File: config.mk
export PLATFORM = sky130hd
export DESIGN_NAME = muldiv_unit
export DESIGN_NICKNAME = d
export VERILOG_FILES = /design/src/rtl/muldiv_unit.sv
export SDC_FILE = /design/constraint.sdc
export NUM_CORES = 1
export LEC_CHECK = 0
export BUFFER_PORTS_ARGS = -buffer_cell sky130_fd_sc_hd__buf_2
export CAP_MARGIN = 20
export CORE_ASPECT_RATIO = 0.7
export CORE_MARGIN = 2
export CORE_UTILIZATION = 55
export DETAILED_ROUTE_END_ITERATION = 12
export PLACE_DENSITY = 0.74
export SYNTH_ARGS = -nofsm -noshare
export SYNTH_HDL_FRONTEND = slang
export SYNTH_SLANG_ARGS = --single-unit
File: constraint.sdc
create_clock -name Clk -period 5.06 [get_ports Clk]
set_clock_uncertainty 0.15 [all_clocks]
set_input_delay 1.012 -clock Clk [delete_from_list [all_inputs] [get_ports Clk]]
set_output_delay 1.012 -clock Clk [all_outputs]
set_load 0.03 [all_outputs]
File: src/rtl/muldiv_unit.sv
// Iterative RV32M multiply/divide unit: radix-2 shift-add multiply, restoring divide, one op in flight.
// Optional MULDIV_EARLY_OUT_EN: trivial ops (zero operand, divide by zero, signed overflow) skip CALC.
module muldiv_unit #(
    parameter int XLEN = 32
) (
    input  logic            Clk,
    input  logic            Rst,
    input  logic            Start,
    input  logic [2:0]      Funct3,
    input  logic [XLEN-1:0] A,
    input  logic [XLEN-1:0] B,
    input  logic [4:0]      RdIn,
    output logic            Busy,
    output logic            Valid,
    output logic [XLEN-1:0] Result,
    output logic [4:0]      RdOut
);

    localparam int CNT_W = $clog2(XLEN) + 1;
    localparam logic [CNT_W-1:0] LAST_ITER = CNT_W'(XLEN - 1);
    localparam logic [XLEN-1:0]  INT_MIN   = {1'b1, {(XLEN-1){1'b0}}};

    typedef enum logic [1:0] {
        S_IDLE,
        S_CALC,
        S_FIX,
        S_DONE
    } state_e;

    typedef enum logic [2:0] {
        OP_MUL    = 3'd0,
        OP_MULH   = 3'd1,
        OP_MULHSU = 3'd2,
        OP_MULHU  = 3'd3,
        OP_DIV    = 3'd4,
        OP_DIVU   = 3'd5,
        OP_REM    = 3'd6,
        OP_REMU   = 3'd7
    } op_e;

    state_e state_q, state_d;

    op_e             op_q;
    logic [4:0]      rd_q;
    logic            neg_q;
    logic            div_zero_q;
    logic            ovf_q;
    logic            mul_zero_q;
    logic [XLEN-1:0] a_raw_q;
    logic [XLEN-1:0] opnd_q;   // multiplicand magnitude, or divisor magnitude
    logic [XLEN-1:0] hi_q;     // product high half, or partial remainder
    logic [XLEN-1:0] lo_q;     // multiplier / product low half, or quotient
    logic [CNT_W-1:0] cnt_q;

    // Request decode, evaluated against the live inputs at the accepting edge.
    op_e             op_in;
    logic            in_is_div;
    logic            in_a_signed;
    logic            in_b_signed;
    logic            in_sign_a;
    logic            in_sign_b;
    logic [XLEN-1:0] in_mag_a;
    logic [XLEN-1:0] in_mag_b;
    logic            in_a_zero;
    logic            in_b_zero;
    logic            in_ovf;
    logic            in_neg;
    logic            early_out;

    // NOTE: every always_comb output gets a default first so no latch can be inferred.
    always_comb begin
        op_in       = op_e'(Funct3);
        in_is_div   = Funct3[2];
        in_a_signed = (op_in == OP_MULH) || (op_in == OP_MULHSU) ||
                      (op_in == OP_DIV)  || (op_in == OP_REM);
        in_b_signed = (op_in == OP_MULH) || (op_in == OP_DIV) || (op_in == OP_REM);
        in_sign_a   = in_a_signed & A[XLEN-1];
        in_sign_b   = in_b_signed & B[XLEN-1];
        in_mag_a    = in_sign_a ? -A : A;
        in_mag_b    = in_sign_b ? -B : B;
        in_a_zero   = (A == '0);
        in_b_zero   = (B == '0);
        in_ovf      = ((op_in == OP_DIV) || (op_in == OP_REM)) && (A == INT_MIN) && (B == '1);
        // Remainder follows the dividend's sign; unsigned ops have both signs forced to 0.
        in_neg      = (op_in == OP_REM) ? in_sign_a : (in_sign_a ^ in_sign_b);
`ifdef MULDIV_EARLY_OUT_EN
        early_out   = in_is_div ? (in_b_zero | in_ovf) : (in_a_zero | in_b_zero);
`else
        early_out   = 1'b0;
`endif
    end

    // NOTE: sequential state is written with non-blocking assignments only.
    always_ff @(posedge Clk) begin
        if (Rst) state_q <= S_IDLE;
        else     state_q <= state_d;
    end

    always_comb begin
        state_d = state_q;
        case (state_q)
            S_IDLE:  if (Start) state_d = early_out ? S_FIX : S_CALC;
            S_CALC:  if (cnt_q == LAST_ITER) state_d = S_FIX;
            S_FIX:   state_d = S_DONE;
            S_DONE:  state_d = S_IDLE;
            default: state_d = S_IDLE;
        endcase
    end

    always_comb begin
        Busy  = (state_q != S_IDLE);
        Valid = (state_q == S_DONE);
    end

    // One iteration of each algorithm; only the one matching op_q is committed.
    logic [XLEN:0] mul_sum;
    logic [XLEN:0] div_shift;
    logic [XLEN:0] div_diff;

    always_comb begin
        mul_sum   = {1'b0, hi_q} + (lo_q[0] ? {1'b0, opnd_q} : '0);
        div_shift = {hi_q, lo_q[XLEN-1]};
        div_diff  = div_shift - {1'b0, opnd_q};
    end

    // Sign correction and special-case override, registered at the FIX edge.
    logic [2*XLEN-1:0] prod;
    logic [2*XLEN-1:0] prod_fix;
    logic [XLEN-1:0]   quo_fix;
    logic [XLEN-1:0]   rem_fix;
    logic [XLEN-1:0]   fix_result;

    always_comb begin
        prod     = {hi_q, lo_q};
        prod_fix = neg_q ? -prod : prod;
        quo_fix  = neg_q ? -lo_q : lo_q;
        rem_fix  = neg_q ? -hi_q : hi_q;
        case (op_q)
            OP_MUL:
                fix_result = mul_zero_q ? '0 : prod_fix[XLEN-1:0];
            OP_MULH, OP_MULHSU, OP_MULHU:
                fix_result = mul_zero_q ? '0 : prod_fix[2*XLEN-1:XLEN];
            OP_DIV, OP_DIVU:
                fix_result = div_zero_q ? '1 : (ovf_q ? INT_MIN : quo_fix);
            OP_REM, OP_REMU:
                fix_result = div_zero_q ? a_raw_q : (ovf_q ? '0 : rem_fix);
            default:
                fix_result = '0;
        endcase
    end

    always_ff @(posedge Clk) begin
        if (Rst) begin
            op_q       <= OP_MUL;
            rd_q       <= '0;
            neg_q      <= 1'b0;
            div_zero_q <= 1'b0;
            ovf_q      <= 1'b0;
            mul_zero_q <= 1'b0;
            a_raw_q    <= '0;
            opnd_q     <= '0;
            hi_q       <= '0;
            lo_q       <= '0;
            cnt_q      <= '0;
            Result     <= '0;
            RdOut      <= '0;
        end else begin
            case (state_q)
                S_IDLE: begin
                    if (Start) begin
                        op_q       <= op_in;
                        rd_q       <= RdIn;
                        neg_q      <= in_neg;
                        div_zero_q <= in_b_zero;
                        ovf_q      <= in_ovf;
                        mul_zero_q <= in_a_zero | in_b_zero;
                        a_raw_q    <= A;
                        cnt_q      <= '0;
                        hi_q       <= '0;
                        if (in_is_div) begin
                            lo_q   <= in_mag_a;
                            opnd_q <= in_mag_b;
                        end else begin
                            lo_q   <= in_mag_b;
                            opnd_q <= in_mag_a;
                        end
                    end
                end
                S_CALC: begin
                    cnt_q <= cnt_q + CNT_W'(1);
                    if (op_q[2]) begin
                        if (!div_diff[XLEN]) begin
                            hi_q <= div_diff[XLEN-1:0];
                            lo_q <= {lo_q[XLEN-2:0], 1'b1};
                        end else begin
                            hi_q <= div_shift[XLEN-1:0];
                            lo_q <= {lo_q[XLEN-2:0], 1'b0};
                        end
                    end else begin
                        hi_q <= mul_sum[XLEN:1];
                        lo_q <= {mul_sum[0], lo_q[XLEN-1:1]};
                    end
                end
                S_FIX: begin
                    Result <= fix_result;
                    RdOut  <= rd_q;
                end
                default: ;
            endcase
        end
    end

endmodule

* Word level (Yosys, flattened, before mapping)
Index checks and enable logic that the tools add are counted.
Storage, ports and cells: logic and storage cells 94, register bits after elaboration 185, latch bits 0, memory bits (read-only) 0, memories 0, bits in writable memories 0
Operators by class: magnitude comparators 0, equal/unequal tests 19, multiplexer cells 29, reductions and logical operators 20, add/subtract/negate cells 8, divide/modulo/power cells 0, $mul 0, shift operators 0, bitwise operators 4
Operators by type and width (count):
- $mux 32 | 18
- $neg 32->32 | 4
- $pmux 32 s2 | 2
- $pmux 32 s4 | 1
- $eq 32x32->1 const B | 2
- $logic_not 32->1 | 2
- $mux 64 | 1
- $neg 64->64 | 1
- $add 32x32->33 | 1
- $sub 33x32->33 | 1
- $eq 3x3->1 const B | 6
- $pmux 6 s2 | 1
- $eq 3x2->1 const B | 3
- $pmux 2 s4 | 1
- $add 6x1->6 const B | 1
- $eq 3x1->1 const B | 2
- $eq 6x5->1 const B | 1
- $logic_or 1x1->1 | 6
- $mux 6 | 1
- $reduce_and 2->1 | 3
- $eq 2x2->1 const B | 2
- $mux 2 | 2
- $ne 2x2->1 const B | 2
- $reduce_bool 2->1 | 2
- other kinds (10) | 14

* Longest topological paths before layout
Gate-level depths: netlist of the first run.
depth after elaboration 9, mapped depth 16

* Worst setup path before layout of the first run
OpenSTA, ideal clock, no wires.
path type reg-to-reg, from register hi_q[0], to register hi_q[10], setup time 136 ps, buffers on the path 3, cell stages (with the launch flop) 15, slack 1450 ps, data required time 4774 ps, data arrival time 3324 ps, clock period less this slack 3610 ps, cells stage by stage dfxtp_1 > clkbuf_1 > inv_1 > fa_1 > nand2b_1 > a21oi_1 > o41a_1 > a21oi_1 > a2111oi_0 > nor2_1 > xnor2_1 > buf_2 > buf_2 > mux2i_1 > o221ai_1
On the way: cells in the longest elaborated chain, start to end 4, elaborated cells on any way between the ends 5, those cells by class add/sub: 2; mux: 3
Ends and longest elaborated chain:
- start: declaration | line 51 | logic [XLEN-1:0] hi_q;
- start signal: assignment | line 193 | hi_q <= div_diff[XLEN-1:0];
- start signal: assignment | line 196 | hi_q <= div_shift[XLEN-1:0];
- start signal: assignment | line 200 | hi_q <= mul_sum[XLEN:1];
- $sub 33x32->33 | line 123 | div_diff = div_shift - {1'b0, opnd_q};
- $mux 32 | line 192 | if (!div_diff[XLEN]) begin
- $mux 32 (*) | line 191 | if (op_q[2]) begin
- $pmux 32 s2 (*) | line 168 | case (state_q)
Mark *: on every way between the ends. The rest lies on a longest branch, timed or not. A chain may end at the register's enable or synchronous reset.

* Final worst setup path of the first run
from register lo_q[0], to register hi_q[30]
On the way: cells in the longest elaborated chain, start to end 4
Ends and longest elaborated chain:
- start: declaration | line 52 | logic [XLEN-1:0] lo_q;
- start signal: assignment | line 181 | lo_q <= in_mag_a;
- start signal: assignment | line 184 | lo_q <= in_mag_b;
- start signal: assignment | line 194 | lo_q <= {lo_q[XLEN-2:0], 1'b1};
- $mux 32 | line 121 | mul_sum = {1'b0, hi_q} + (lo_q[0] ? {1'b0, opnd_q} : '0);
- $add 32x32->33 | line 121
- $mux 32 | line 191
- $pmux 32 s2 | line 168
No other way between the ends.

==> results of run 1 <==
## power groups by stage
stage	logic [mW]	registers (mW)	clock network [mW]
6_report	4.40	2.38	1.41
3_5_place_dp	4.26	2.38	0
3_3_place_gp	4.21	2.36	0
5_1_grt	4.72	2.41	1.48
4_1_cts	4.28	2.35	1.42
2_1_floorplan	2.99	2.28	0
## cell families after synthesis
| group | Yosys count |
|---|---|
| simple gates | 786 |
| xor+xnor | 204 |
| fa+ha+maj | 76 |
| flops | 185 |
| buf+inv | 225 |
| mux | 78 |
| compound gates | 654 |
## sequential cells by signal, indices dropped and copies added, names as in the netlist
name and flops:
op_q 3, cnt_q 6, neg_q 1, lo_q 32, a_raw_q 32, mul_zero_q 1
ovf_q 1, div_zero_q 1, rd_q 5, RdOut 5, opnd_q 32, state_q 2
hi_q 32, Result 32
## synthesized netlist by cell type, types with 33 or more instances
master    number
o21ai_0      126
a211oi_1      58
a22oi_1       37
nor2_1       247
nand2_1      275
nor3_1        74
xnor2_1      119
dfxtp_1      185
mux2i_1       55
clkbuf_1     146
xor2_1        85
a21oi_1      194
ha_1          74
o31ai_1       33
inv_1         58
## per-layer routing
layer / up-vias / GRT usage
li1: 7937 / -
met1: 8114 / 0.574
met2: 959 / 0.560
met3: 131 / 0.0903
met4: 0 / 0.159
met5: - / 0
## worst register-to-register path, cell delays in order (launching register included)
cell and delay (ps):
dfxtp_1 380, inv_1 610, nor2_1 110, ha_1 350
o21ai_0 250, o21ai_0 180, a2111oi_0 740, nor3_1 140
a211o_1 390, a211o_1 330, a21oi_1 210, o21ai_0 150
xnor2_1 140, a221oi_1 240
## metrics by stage
stage | hold WS, ps | cell area, um^2 | power, mW | util | std cells
CTS | 304 | 17300 | 8.05 | 0.602 | 2603
floorplan | 281 | 16000 | 5.27 | - | 2208
global route | 318 | 17300 | 8.60 | 0.602 | 2604
finish | 307 | 17300 | 8.19 | 0.602 | 2604
global placement | 291 | 16700 | 6.57 | 0.581 | 2571
detailed placement | 294 | 16700 | 6.64 | 0.581 | 2571
## final timing paths
path | cells after the start | startpoint | endpoint
max | 13 | lo_q[0] | hi_q[30]
max reg2reg | 13 | lo_q[0] | hi_q[30]
min | 2 | opnd_q[23] | opnd_q[23]
min reg2reg | 2 | opnd_q[23] | opnd_q[23]
## layout make-up
type / instances / area [um^2]
sequential: 185 / 3710
fill: 2758 / 11400
timing repair buffer: 151 / 866
multi-input combinational: 1798 / 11400
tap: 378 / 473
clock inverter: 15 / 189
inverter: 60 / 225
clock buffer: 17 / 425
==> reports/results.ini, run 1 <==
[timing]
finalSetupViolations = 0
finalCritPeriodShare = 0.880
max_slew_margin = 0.243
fin_crit_ps = 4450
finalHoldViolations = 0
worst_slack_ps = 606
rsz0062_at_grt = no
fmax_mhz = 225
tns_ps = 0
worstMarginPinSlew_ps = 1130
slew_violations = 0

[pwr]
power.switching_mw = 4.17
p_int_mw = 4.02
vdd_drop_max_mv = 1.07
p_per_area_nw_per_um2 = 473
p_sw_frac = 0.509
p_leak_nw = 6.96
seqPwrFrac = 0.291
power.share.clock = 0.172
combPwrFrac = 0.538

[setup_path]
critPathSlowestCell = a2111oi_0
crit_type = reg2reg
path_cells = inv_1 > nor2_1 > ha_1 > o21ai_0 > o21ai_0 > a2111oi_0 > nor3_1 > a211o_1 > a211o_1 > a21oi_1 > o21ai_0 > xnor2_1 > a221oi_1
endpoint_kind = flip-flop
worst-endpoint-arrival_ps = 4670
critPathTopFamily = compound AO/OA/AOI/OAI gates
crit_path_start_kind = flip-flop
ff2ff_setup_slack_ps = 610
path_max_fanout = 19
max_stage_delay_ps = 740
critPathMostFrequentCell = o21ai_0
worstPathRequired_ps = 5280
cp_num_buf_inv = 1

[floorplanning]
io_pins = 114
start_util = 0.555
die_w_um = 208
die-area_um2 = 30400
die_y_um = 147
core_um2 = 28800
rows = 52

[cells_and_area]
fin_nets = 2364
layout-drive-gt1-share = 0.109
mostFrequentLayoutCells = nand2_1 (274), nor2_1 (246), a21oi_1 (193)
areaGrowthSynthToFinish_pct = 8.52
antenna_cells = 0
final_common_cell = nand2_1

[routing]
vias = 17141
wl_met2_um = 25500
drtPass1Iterations = 7
drt_iter0_drc = 2432
drt-total-wl_um = 62200
drt-met1-wl_um = 27100
wire_per_inst_um = 23.9
drc_errors = 0
dr.max_layer_used = met4
wl_met3_um = 7240
ant_nets = 0
vias_per_cell = 6.58

[place]
hpwl_um = 47600
routabilityCongestion = 1.02
dp_slack_ps = 755
io_buffers = 113

[yosys]
postSynthCellCount = 2208
yosys-top-cells-area = dfxtp_1 (23%), xnor2_1 (6.5%), nand2_1 (6.5%)
synth-compound-area-share = 0.267
synth_top_family_by_area = compound AO/OA/AOI/OAI gates
synth_edf_count = 0
synth-adder-area-share = 0.0605
yosys.area_share.simple = 0.224
synth_flop_cell = dfxtp_1
synth_top_area_cell = dfxtp_1
synth-xor-area-share = 0.112
synthMuxAreaShare = 0.0507
avgSynthCellArea_um2 = 7.23
syn_area_um2 = 16000
synthDominantCellAreaShare = 0.232
syn_nets = 2359
synth_cell_types = 74
ys_ff_latch = 185
yosys_warnings = 0
ys_seq_area_frac = 0.232
async_reset_ff_frac = 0

[cts]
postCtsSetupBuffers = 0
numCtsBuffers = 17
root_buffer = clkbuf_16
clock-sinks = 185
clkLatencyLatePin_ps = 460
h-tree-depth = 4
cts_hold_buffers = 0
cts_tree = built
clockBufferDepth = 2
path_clk_slew_ps = 80
cts-resized-gates = 0

[global_routing]
grt_first_pass_wirelength_um = 92900
grt_overflow_total = 0
grt.total_usage = 0.395
antenna_found_initial = 1
grt_max_degree = 82
grt_pass1_vias = 15302

[min_path]
hold_class = reg2reg

[run_status]
outcome = completed

[flow_run]
drv_cap = 0

Note: power is estimated with default switching activity, not from simulation.
==> run 2: changes to the inputs <==
- CAP_MARGIN: 20 -> not set
- GPL_TIMING_DRIVEN: not set -> 0
==> run 2 against run 1 <==
Critical path depth up 1. Routed wire length is 15% higher. Setup slack worse by 290 ps. Global-route usage is 5.8 points higher. Die area did not move. First-iteration DRC count up 23%. Maximum frequency down 6.1%. Flip-flop and latch count unchanged. Clock power about the same. Non-clock buffer count up 127. Sequential power down 6%. Critical endpoint is now hi_q[10].
==> reports/results.ini, run 2 (synthesis gave the netlist of run 1 again) <==
[cells_and_area]
final_cell_area_um2 = 17600
areaGrowthSynthToFinish_pct = 10.2
layout-drive-gt1-share = 0.0838
antenna_cells = 0
fin_nets = 2491
final_common_cell = nand2_1
mostFrequentLayoutCells = nand2_1 (275), nor2_1 (247), a21oi_1 (194)

[cts]
clkLatencyLatePin_ps = 470
clock-sinks = 185
numCtsBuffers = 17
cts_hold_buffers = 0
postCtsSetupBuffers = 0
cts-resized-gates = 0
path_clk_slew_ps = 70
clockBufferDepth = 2
root_buffer = clkbuf_16
h-tree-depth = 4
cts_tree = built

[place]
dp_slack_ps = 168
routabilityCongestion = 1.07
placed_area_um2 = 17000
hpwl_um = 57900
io_buffers = 113

[global_routing]
antenna_found_initial = 0
grt_pass1_vias = 16552
grt_first_pass_wirelength_um = 104000
grt_max_degree = 17
grt.total_usage = 0.453
grt_overflow_total = 0

[setup_path]
worstPathRequired_ps = 5240
critPathTopFamily = compound AO/OA/AOI/OAI gates
endpoint_kind = flip-flop
crit_type = reg2reg
worst-endpoint-arrival_ps = 4920
worst-path-stages = 14
rr_worst_depth = 14
max_stage_delay_ps = 500
crit_path_start_kind = flip-flop
path_cells = inv_1 > ha_1 > fa_1 > nand2b_1 > a21oi_1 > o41a_1 > a21oi_1 > a2111oi_0 > nor2_1 > xnor2_2 > buf_2 > buf_2 > mux2i_1 > o221ai_1
path_max_fanout = 10
cp_num_buf_inv = 3
critPathSlowestCell = a2111oi_0

[pwr]
p_int_mw = 4.11
power.switching_mw = 4.45
combPwrFrac = 0.573
p_sw_frac = 0.520
p_per_area_nw_per_um2 = 486
seqPwrFrac = 0.262
p_leak_nw = 6.97
vdd_drop_max_mv = 0.360
power.share.clock = 0.165

[timing]
worst_slack_ps = 319
finalHoldViolations = 0
finalSetupViolations = 0
fmax_mhz = 211
max_slew_margin = 0.220
tns_ps = 0
finalCritPeriodShare = 0.937
rsz0062_at_grt = no
slew_violations = 0
fin_crit_ps = 4740
worstMarginPinSlew_ps = 1160

[run_status]
outcome = completed

[floorplanning]
io_pins = 114
rows = 52
die_w_um = 208
start_util = 0.555
die-area_um2 = 30400
die_y_um = 147
core_um2 = 28800

[flow_run]
drv_cap = 0

[min_path]
hold_class = reg2reg
min_path_cells = 2

[routing]
drt_iter0_drc = 2990
drc_errors = 0
vias_per_cell = 6.81
drtPass1Iterations = 8
ant_nets = 0
wire_per_inst_um = 26.2
drt-total-wl_um = 71400
vias = 18581

-- run 2: final timing paths --
kind / start / to / slack, ps
setup / recovery: lo_q[31] / hi_q[10] / 320
setup reg to reg: lo_q[31] / hi_q[10] / 320
hold / removal: opnd_q[23] / opnd_q[23] / 300
hold reg to reg: opnd_q[23] / opnd_q[23] / 300
-- run 2: final cells by class --
type,count,area (um^2)
well taps,378,473
flip-flops and latches,185,3700
repair buffers,113,566
clock buffers,19,443
plain buffers,165,641
multi-input cells,1798,11400
inverters,60,225
clock inverters,11,139
fillers,2678,11200
-- run 2: power by group through the flow --
stage	Combinational, mW	Clock [mW]	Sequential [mW]
CTS	4.66	1.40	2.21
global route	5.16	1.45	2.26
finish	4.90	1.42	2.24
detailed placement	4.64	0	2.24
floorplan	2.99	0	2.28
global placement	4.57	0	2.22
-- run 2: per-layer routing --
layer / GRT usage / share of wire
met5: 0 / 0
met4: 0.156 / 0.040
met1: 0.636 / 0.41
met2: 0.619 / 0.39
met3: 0.183 / 0.16
-- run 2: worst min-delay path, delay by kind of cell (launching register included) --
family / cells / cell delay (ps)
AO/OA/AOI/OAI: 1 / 50
flip-flops: 1 / 310
AND/OR/NAND/NOR: 1 / 50
-- run 2: through the flow --
stage | cells | hold WS, ps | total power [mW] | util
2_1_floorplan | 2208 | 281 | 5.27 | -
3_3_place_gp | 2699 | 292 | 6.79 | 0.591
3_5_place_dp | 2699 | 294 | 6.88 | 0.591
4_1_cts | 2729 | 304 | 8.27 | 0.612
5_1_grt | 2729 | 316 | 8.88 | 0.612
6_report | 2729 | 305 | 8.56 | 0.612
